<file path="config.mk">
export PLATFORM = sky130hd
export DESIGN_NAME = mb8_mult_arbiter
export DESIGN_NICKNAME = d
export VERILOG_FILES = /design/src/rtl/mb8_pkg.sv /design/src/rtl/mb8_rr_pick.sv /design/src/rtl/mb8_mult_arbiter.sv
export SDC_FILE = /design/constraint.sdc
export NUM_CORES = 1
export LEC_CHECK = 0
export ABC_AREA = 1
export CORE_ASPECT_RATIO = 2
export CORE_MARGIN = 5
export CORE_UTILIZATION = 39
export DETAILED_ROUTE_END_ITERATION = 8
export MAX_ROUTING_LAYER = met4
export PLACE_DENSITY = 0.87
export SLEW_MARGIN = 0
export SYNTH_ARGS = -nofsm -noshare
export SYNTH_HDL_FRONTEND = slang
export SYNTH_HIERARCHICAL = 1
export SYNTH_SLANG_ARGS = --single-unit
export TNS_END_PERCENT = 30
</file>
<file path="constraint.sdc">
create_clock -name CLK -period 3.1 [get_ports CLK]
set_clock_uncertainty 0.05 [all_clocks]
set_input_delay 0.775 -clock CLK [delete_from_list [all_inputs] [get_ports CLK]]
set_output_delay 0.775 -clock CLK [all_outputs]
set_load 0.1 [all_outputs]
</file>
<file path="src/rtl/mb8_pkg.sv">
// Shared definitions for the radix-8 Booth multiplier arbiter.
//   DefWidth / DefLat : default operand width and multiplier latency
//   MaxIdw            : widest requester ID carried in a tag (up to 16 requesters)
//   arb_state_e       : arbiter FSM states
//   tag_t             : one tag-pipe slot, valid bit plus owning requester ID
package mb8_pkg;

  localparam int unsigned DefWidth = 8;
  localparam int unsigned DefLat   = 3;
  localparam int unsigned MaxIdw   = 4;

  typedef enum logic [1:0] {
    StIdle   = 2'd0,
    StIssue  = 2'd1,
    StDrain  = 2'd2,
    StHalted = 2'd3
  } arb_state_e;

  typedef struct packed {
    logic              v;
    logic [MaxIdw-1:0] id;
  } tag_t;

endpackage

</file>
<file path="src/rtl/mb8_rr_pick.sv">
// Combinational round-robin pick.
//   valid_i : request vector
//   ptr_i   : highest-priority index this cycle
//   grant_o : one-hot grant (zero when nothing is valid)
//   idx_o   : index of the granted requester
//   any_o   : some requester is valid
module mb8_rr_pick #(
  parameter int unsigned NREQ = 4,
  parameter int unsigned IDW  = 2
) (
  input  logic [NREQ-1:0] valid_i,
  input  logic [IDW-1:0]  ptr_i,
  output logic [NREQ-1:0] grant_o,
  output logic [IDW-1:0]  idx_o,
  output logic            any_o
);

  localparam int unsigned SW = IDW + 1;

  logic [SW-1:0] cand;

  // Scan offsets from farthest to nearest so the nearest valid index wins.
  always_comb begin
    grant_o = '0;
    idx_o   = '0;
    any_o   = 1'b0;
    cand    = '0;
    for (int k = NREQ - 1; k >= 0; k--) begin
      cand = SW'(ptr_i) + SW'(k);
      if (cand >= SW'(NREQ)) begin
        cand = cand - SW'(NREQ);
      end
      if (valid_i[cand[IDW-1:0]]) begin
        any_o = 1'b1;
        idx_o = cand[IDW-1:0];
      end
    end
    if (any_o) begin
      grant_o[idx_o] = 1'b1;
    end
  end

endmodule

</file>
<file path="src/rtl/mb8_mult_arbiter.sv">
// Shares one fixed-latency pipelined multiplier among NREQ requesters.
//   CLK, RST            : clock, synchronous active-high reset
//   req_valid/x/y       : per-requester operands, packed i*WIDTH +: WIDTH
//   req_ready           : one-hot grant, handshake = valid & ready at posedge
//   hold / halted       : stop issuing and drain; halted once the pipe is empty
//   mul_x/mul_y, mul_p  : registered operands to, and product from, the multiplier
//   rsp_valid/id/p      : granted result with the owning requester ID
// Optional build macro MB8_ARB_PERF_EN adds perf_grants (per-requester saturating
// grant counts, 16 bits each) and perf_busy (saturating count of granting cycles).
module mb8_mult_arbiter
  import mb8_pkg::*;
#(
  parameter int unsigned WIDTH = DefWidth,
  parameter int unsigned NREQ  = 4,
  parameter int unsigned LAT   = DefLat,
  localparam int unsigned IDW  = $clog2(NREQ)
) (
  input  logic                  CLK,
  input  logic                  RST,
  input  logic [NREQ-1:0]       req_valid,
  input  logic [NREQ*WIDTH-1:0] req_x,
  input  logic [NREQ*WIDTH-1:0] req_y,
  output logic [NREQ-1:0]       req_ready,
  input  logic                  hold,
  output logic                  halted,
  output logic [WIDTH-1:0]      mul_x,
  output logic [WIDTH-1:0]      mul_y,
  input  logic [2*WIDTH-1:0]    mul_p,
  output logic                  rsp_valid,
  output logic [IDW-1:0]        rsp_id,
  output logic [2*WIDTH-1:0]    rsp_p
`ifdef MB8_ARB_PERF_EN
  ,
  output logic [NREQ*16-1:0]    perf_grants,
  output logic [15:0]           perf_busy
`endif
);

  localparam int unsigned SW = IDW + 1;

  arb_state_e     state_q, state_d;
  logic [IDW-1:0] ptr_q, ptr_d;
  logic [SW-1:0]  ptr_inc;
  logic [NREQ-1:0] pick_grant;
  logic [IDW-1:0] pick_idx;
  logic           pick_any;
  logic           grant_en, handshake, tags_busy;
  logic [WIDTH-1:0] mul_x_q, mul_y_q;
  logic           rsp_valid_q;
  logic [IDW-1:0] rsp_id_q;
  tag_t           tag_q [LAT];
  logic           unused_tag_id;

  mb8_rr_pick #(
    .NREQ(NREQ),
    .IDW (IDW)
  ) u_pick (
    .valid_i(req_valid),
    .ptr_i  (ptr_q),
    .grant_o(pick_grant),
    .idx_o  (pick_idx),
    .any_o  (pick_any)
  );

  // Grants are also masked during reset so no requester sees a phantom handshake.
  assign grant_en  = ((state_q == StIdle) || (state_q == StIssue)) && !hold && !RST;
  assign req_ready = grant_en ? pick_grant : '0;
  assign handshake = grant_en && pick_any;

  always_comb begin
    ptr_inc = SW'(pick_idx) + SW'(1);
    ptr_d   = (ptr_inc == SW'(NREQ)) ? '0 : ptr_inc[IDW-1:0];
  end

  always_comb begin
    tags_busy = 1'b0;
    for (int i = 0; i < LAT; i++) begin
      tags_busy = tags_busy | tag_q[i].v;
    end
  end

  always_comb begin
    state_d = state_q;
    unique case (state_q)
      StIdle: begin
        if (hold)            state_d = StDrain;
        else if (|req_valid) state_d = StIssue;
      end
      StIssue: begin
        if (hold)            state_d = StDrain;
        else if (!(|req_valid)) state_d = StIdle;
      end
      StDrain: begin
        if (!hold)           state_d = StIdle;
        else if (!tags_busy) state_d = StHalted;
      end
      StHalted: begin
        if (!hold)           state_d = StIdle;
      end
      default:               state_d = StIdle;
    endcase
  end

  always_ff @(posedge CLK) begin
    if (RST) begin
      state_q     <= StIdle;
      ptr_q       <= '0;
      mul_x_q     <= '0;
      mul_y_q     <= '0;
      rsp_valid_q <= 1'b0;
      rsp_id_q    <= '0;
      for (int i = 0; i < LAT; i++) begin
        tag_q[i] <= '0;
      end
    end else begin
      state_q <= state_d;
      if (handshake) begin
        ptr_q <= ptr_d;
      end
      // Idle slots carry zero operands and an invalid tag: bubbles are never reported.
      mul_x_q     <= handshake ? req_x[pick_idx*WIDTH +: WIDTH] : '0;
      mul_y_q     <= handshake ? req_y[pick_idx*WIDTH +: WIDTH] : '0;
      tag_q[0].v  <= handshake;
      tag_q[0].id <= handshake ? MaxIdw'(pick_idx) : '0;
      for (int i = 1; i < LAT; i++) begin
        tag_q[i] <= tag_q[i-1];
      end
      // Registered so the response lines up with the product LAT cycles after mul_x.
      rsp_valid_q <= tag_q[LAT-1].v;
      rsp_id_q    <= tag_q[LAT-1].id[IDW-1:0];
    end
  end

  assign unused_tag_id = ^tag_q[LAT-1].id;

  assign mul_x     = mul_x_q;
  assign mul_y     = mul_y_q;
  assign rsp_valid = rsp_valid_q;
  assign rsp_id    = rsp_id_q;
  assign rsp_p     = mul_p;
  assign halted    = (state_q == StHalted);

`ifdef MB8_ARB_PERF_EN
  logic [15:0] perf_grants_q [NREQ];
  logic [15:0] perf_busy_q;

  always_ff @(posedge CLK) begin
    if (RST) begin
      perf_busy_q <= '0;
      for (int i = 0; i < NREQ; i++) begin
        perf_grants_q[i] <= '0;
      end
    end else if (handshake) begin
      if (perf_busy_q != '1) perf_busy_q <= perf_busy_q + 16'd1;
      if (perf_grants_q[pick_idx] != '1) begin
        perf_grants_q[pick_idx] <= perf_grants_q[pick_idx] + 16'd1;
      end
    end
  end

  always_comb begin
    perf_grants = '0;
    for (int i = 0; i < NREQ; i++) begin
      perf_grants[i*16 +: 16] = perf_grants_q[i];
    end
  end

  assign perf_busy = perf_busy_q;
`endif

endmodule
</file>
==> results.txt <==
----------------------------------------------------
[Floorplanning]
  Area of the die ... ~6400 µm²
  Starting utilization of the core area ... between 30 and 40%
  Area of the core ... 4770 µm²
  Total I/O pin count ... 127
  Die Height ... 108 µm
  Number of rows created at floorplan ... 36
  Horiz. Die Dim ... 59.2 µm

[Timing]
  Period utilisation layout ... 95.0%
  Minimum clock period after layout ... 2.95 ns
  RSZ-0062 raised after global routing ... false
  Final Hold Viols ... 0
  Slack of the critical path ... 0.154 ns
  Worst slew pin tran ... 0.445 ns
  Count of pins over their slew limit ... 0
  Headroom to the max-slew limit ... 70.3%
  Final setup violation count ... 0
  Maximum clock rate ... approximately 340 MHz

[Detailed routing]
  Length of routed wiring on met1 ... 1.99 mm
  Via-to-Cell Ratio ... 4.74
  Vias after detailed routing ... 2080
  Number of nets still failing antenna checks after routing ... 0
  Total met3 wirelength after detailed routing ... 570 µm
  Topmost layer with routed signal wires ... met4
  Mean routed wirelength per cell ... 11.8 µm
  Total length of routed met2 wires ... roughly 2.5 mm
  Final routed DRC violation total ... 0
  First-iteration detailed-routing DRC count ... 56
  Router iterations before antenna repair ... 4
  Routed Wire Length ... 5.18 mm

[Critical path]
  Startpoint class of the critical path ... input pin
  Worst-case reg-to-reg path depth ... 12
  Worst-path maximum fanout ... 4
  Crit Path Category ... in2out
  Critical path arrival ... 2.12 ns
  Data required time at the worst endpoint ... about 2.3 ns
  Worst setup EP type ... output port

[Global routing]
  GRT Resource Usage Total ... 16.4%
  Pin count of the biggest net entering global routing ... 34
  Wire length of the first global-routing pass ... 7.95 mm
  Number of antenna violations at the first check in global routing ... 0
  Vias in the first global route ... 1958
  GR Overflow Total ... 0

[Yosys]
  Synth Warn # ... 6
  Most repeated cell in the gate-level netlist after synthesis ... nor2_1
  Fraction of synthesized cell area taken by the top area cell type ... 33.9%
  Sequential cell area fraction in the yosys report ... 33.9%
  Post-synth ARST share ... 0%
  Mapped Cells ... 302
  EDFF count, synth ... 0
  Post-synthesis register bit count ... 32
  Cell type with the largest total area after synthesis ... dfxtp_1
  Unique masters post-synth ... 20
  Main synth FF type ... dfxtp_1
  Area contributors post-synth ... dfxtp_1 34%, nor2_1 19%, nand2_1 8.3%
  Commonest cells post-synth ... 94 x nor2_1, 42 x nand2_1, 32 x dfxtp_1, 32 x inv_1, 30 x o21ai_0
  Post-synth net total ... 390
  Average size of a mapped cell ... ~6.3 µm²
  Post-Synthesis Cell Area ... 1890 µm²

[Clock network]
  Maximum clock insertion buffer count ... 2
  Cell at the root of the clock tree ... clkbuf_8
  Hold-fix buffer count after cts ... 0
  Clock latency of the later-clocked register in the worst-skew pair ... ~0.28 ns
  Clock Sink Count ... 32
  Clock slew seen by the registers of the worst setup and hold paths ... 0.07 ns
  CTS tree ... built
  Setup bufs post-CTS ... 0
  TritonCTS Buffers ... 5
  H-Tree Depth ... 2

[Placed design]
  DPL Wire Length ... 3.97 mm
  Routability congestion estimate ... between 0.8 and 0.9
  Port buffer count ... 94
  Pre-CTS setup slack ... -0.211 ns
  Inst Count DP ... ~430

[Finish]
  Nets@finish ... 469
  Share of post-route cells with drive strength above 1 ... 16.0%
  Synth-to-Final Area Change ... 51.1%
  # diodes ... 0
  Number of non-filler instances in the completed layout ... 439

[Power and ir drop]
  Net Sw Power ... 0.000759 W
  Part of the total power dissipated in sequential elements ... a little over a quarter
  Leak ... 1.31 nW
  Internal power of the cells ... between 0.0009 and 0.001 W
  Power Density ... approximately 600 nW/µm²
  Combinational group share of total power ... 50.3%
  Tot Pwr ... 0.00174 W
  Switching fraction of total power ... between 40% and 50%
  Peak supply drop ... 0.476 mV
  Clock Power Share ... between 20% and 30%

[Job]
  Max-capacitance violation count ... 0

[Run status]
  Result of the run ... finished clean

[Hold path]
  WHS Path Cells ... 2
  Path category of the worst min-delay check ... reg2reg

----------------------------------------------------
[metrics by stage]
stage | hold slack (ns) | utilization [%] | TNS [ns] | instance area (µm²)
after floorplan | 0.338 | - | -1.26 | 1890
after global placement | 0.339 | 57.0 | -0.569 | 2720
after detailed placement | 0.344 | 57.0 | -0.841 | 2720
after CTS | 0.354 | 59.7 | 0 | 2850
after global routing | 0.373 | 59.7 | 0 | 2850
final | 0.351 | 59.7 | 0 | 2850
[critical path: stages]
cell	delay (ns)
clkdlybuf4s15_1	0.22
nand2_1	0.08
nand2_2	0.08
nand3_1	0.09
nand3_1	0.12
nand3_1	0.13
nand2_2	0.13
nand2_1	0.07
inv_1	0.05
inv_1	0.04
nor2_2	0.15
buf_12	0.19
[path summary, 6_finish.rpt]
check,startpoint,endpoint,slack [ns]
worst max register to register,ptr_q[0],mul_x[6],0.75
worst min-delay path,tag_q[0][11],rsp_id[1],0.35
worst max-delay path,req_valid[3],req_ready[1],0.15
worst min register to register,tag_q[0][11],rsp_id[1],0.35
[layout by cell type, fill, tap and decap left out, types with 2 or more instances in the layout]
cell | Yosys | routed
clkdlybuf4s50_1 | 0 | 66
a21oi_1 | 17 | 17
o21ai_0 | 30 | 30
nand2_1 | 42 | 41
nor2_4 | 1 | 2
nor2_2 | 0 | 3
buf_4 | 20 | 28
nand2_2 | 2 | 3
o21ai_1 | 7 | 5
clkbuf_8 | 0 | 5
o21ai_2 | 0 | 2
inv_1 | 32 | 31
nand3_1 | 9 | 7
buf_12 | 0 | 4
nor2_1 | 94 | 90
inv_2 | 2 | 3
clkbuf_2 | 2 | 3
nand3_2 | 1 | 3
dfxtp_1 | 32 | 31
[flip-flops by register name (all words and copies together), names as in the netlist]
name,cells
tag_q,9
mul_x,8
mul_y,8
ptr_q,2
rsp_id,2
state_q,2
rsp_valid,1
[routing by layer]
layer	track usage (%)	up-vias
li1	-	1068
met1	15.6	912
met2	28.2	90
met3	7.17	10
met4	6.00	0
met5	-	-
[area by class of cell]
cell class | count | area (µm²)
clock buffers | 5 | 68.8
clock inverters | 3 | 42.5
fillers | 459 | 1920
inverters | 34 | 128
multi-input cells | 206 | 925
flip-flops and latches | 32 | 642
well taps | 57 | 71.3
repair buffers | 102 | 976
[cell families (layout without fill, tap and decap cells)]
kind of cell / after synthesis / after routing / synth area share [%]
AOI/OAI and AO/OA: 55 / 55 / 14.9
adders and majority gates: 1 / 1 / 0.663
buffers and inverters: 64 / 144 / 19.0
DFF: 32 / 32 / 33.9
and+or+nand+nor: 150 / 150 / 31.5
[repair_timing]
action / in CTS / in global routing
endpoints found under the setup margin: 4 / 4
hold endpoints to repair: 0 / 0
pin swaps: 2 / 5
resized for setup: 10 / 12
[power groups by stage]
stage               registers, W  clock network [W]  logic, W
floorplan               0.000660                  0  0.000560
global placement        0.000478                  0  0.000854
detailed placement      0.000479                  0  0.000868
CTS                     0.000471           0.000406  0.000874
global route            0.000476           0.000420  0.000956
finish                  0.000471           0.000393  0.000876
(Power assumes the default switching activity.)
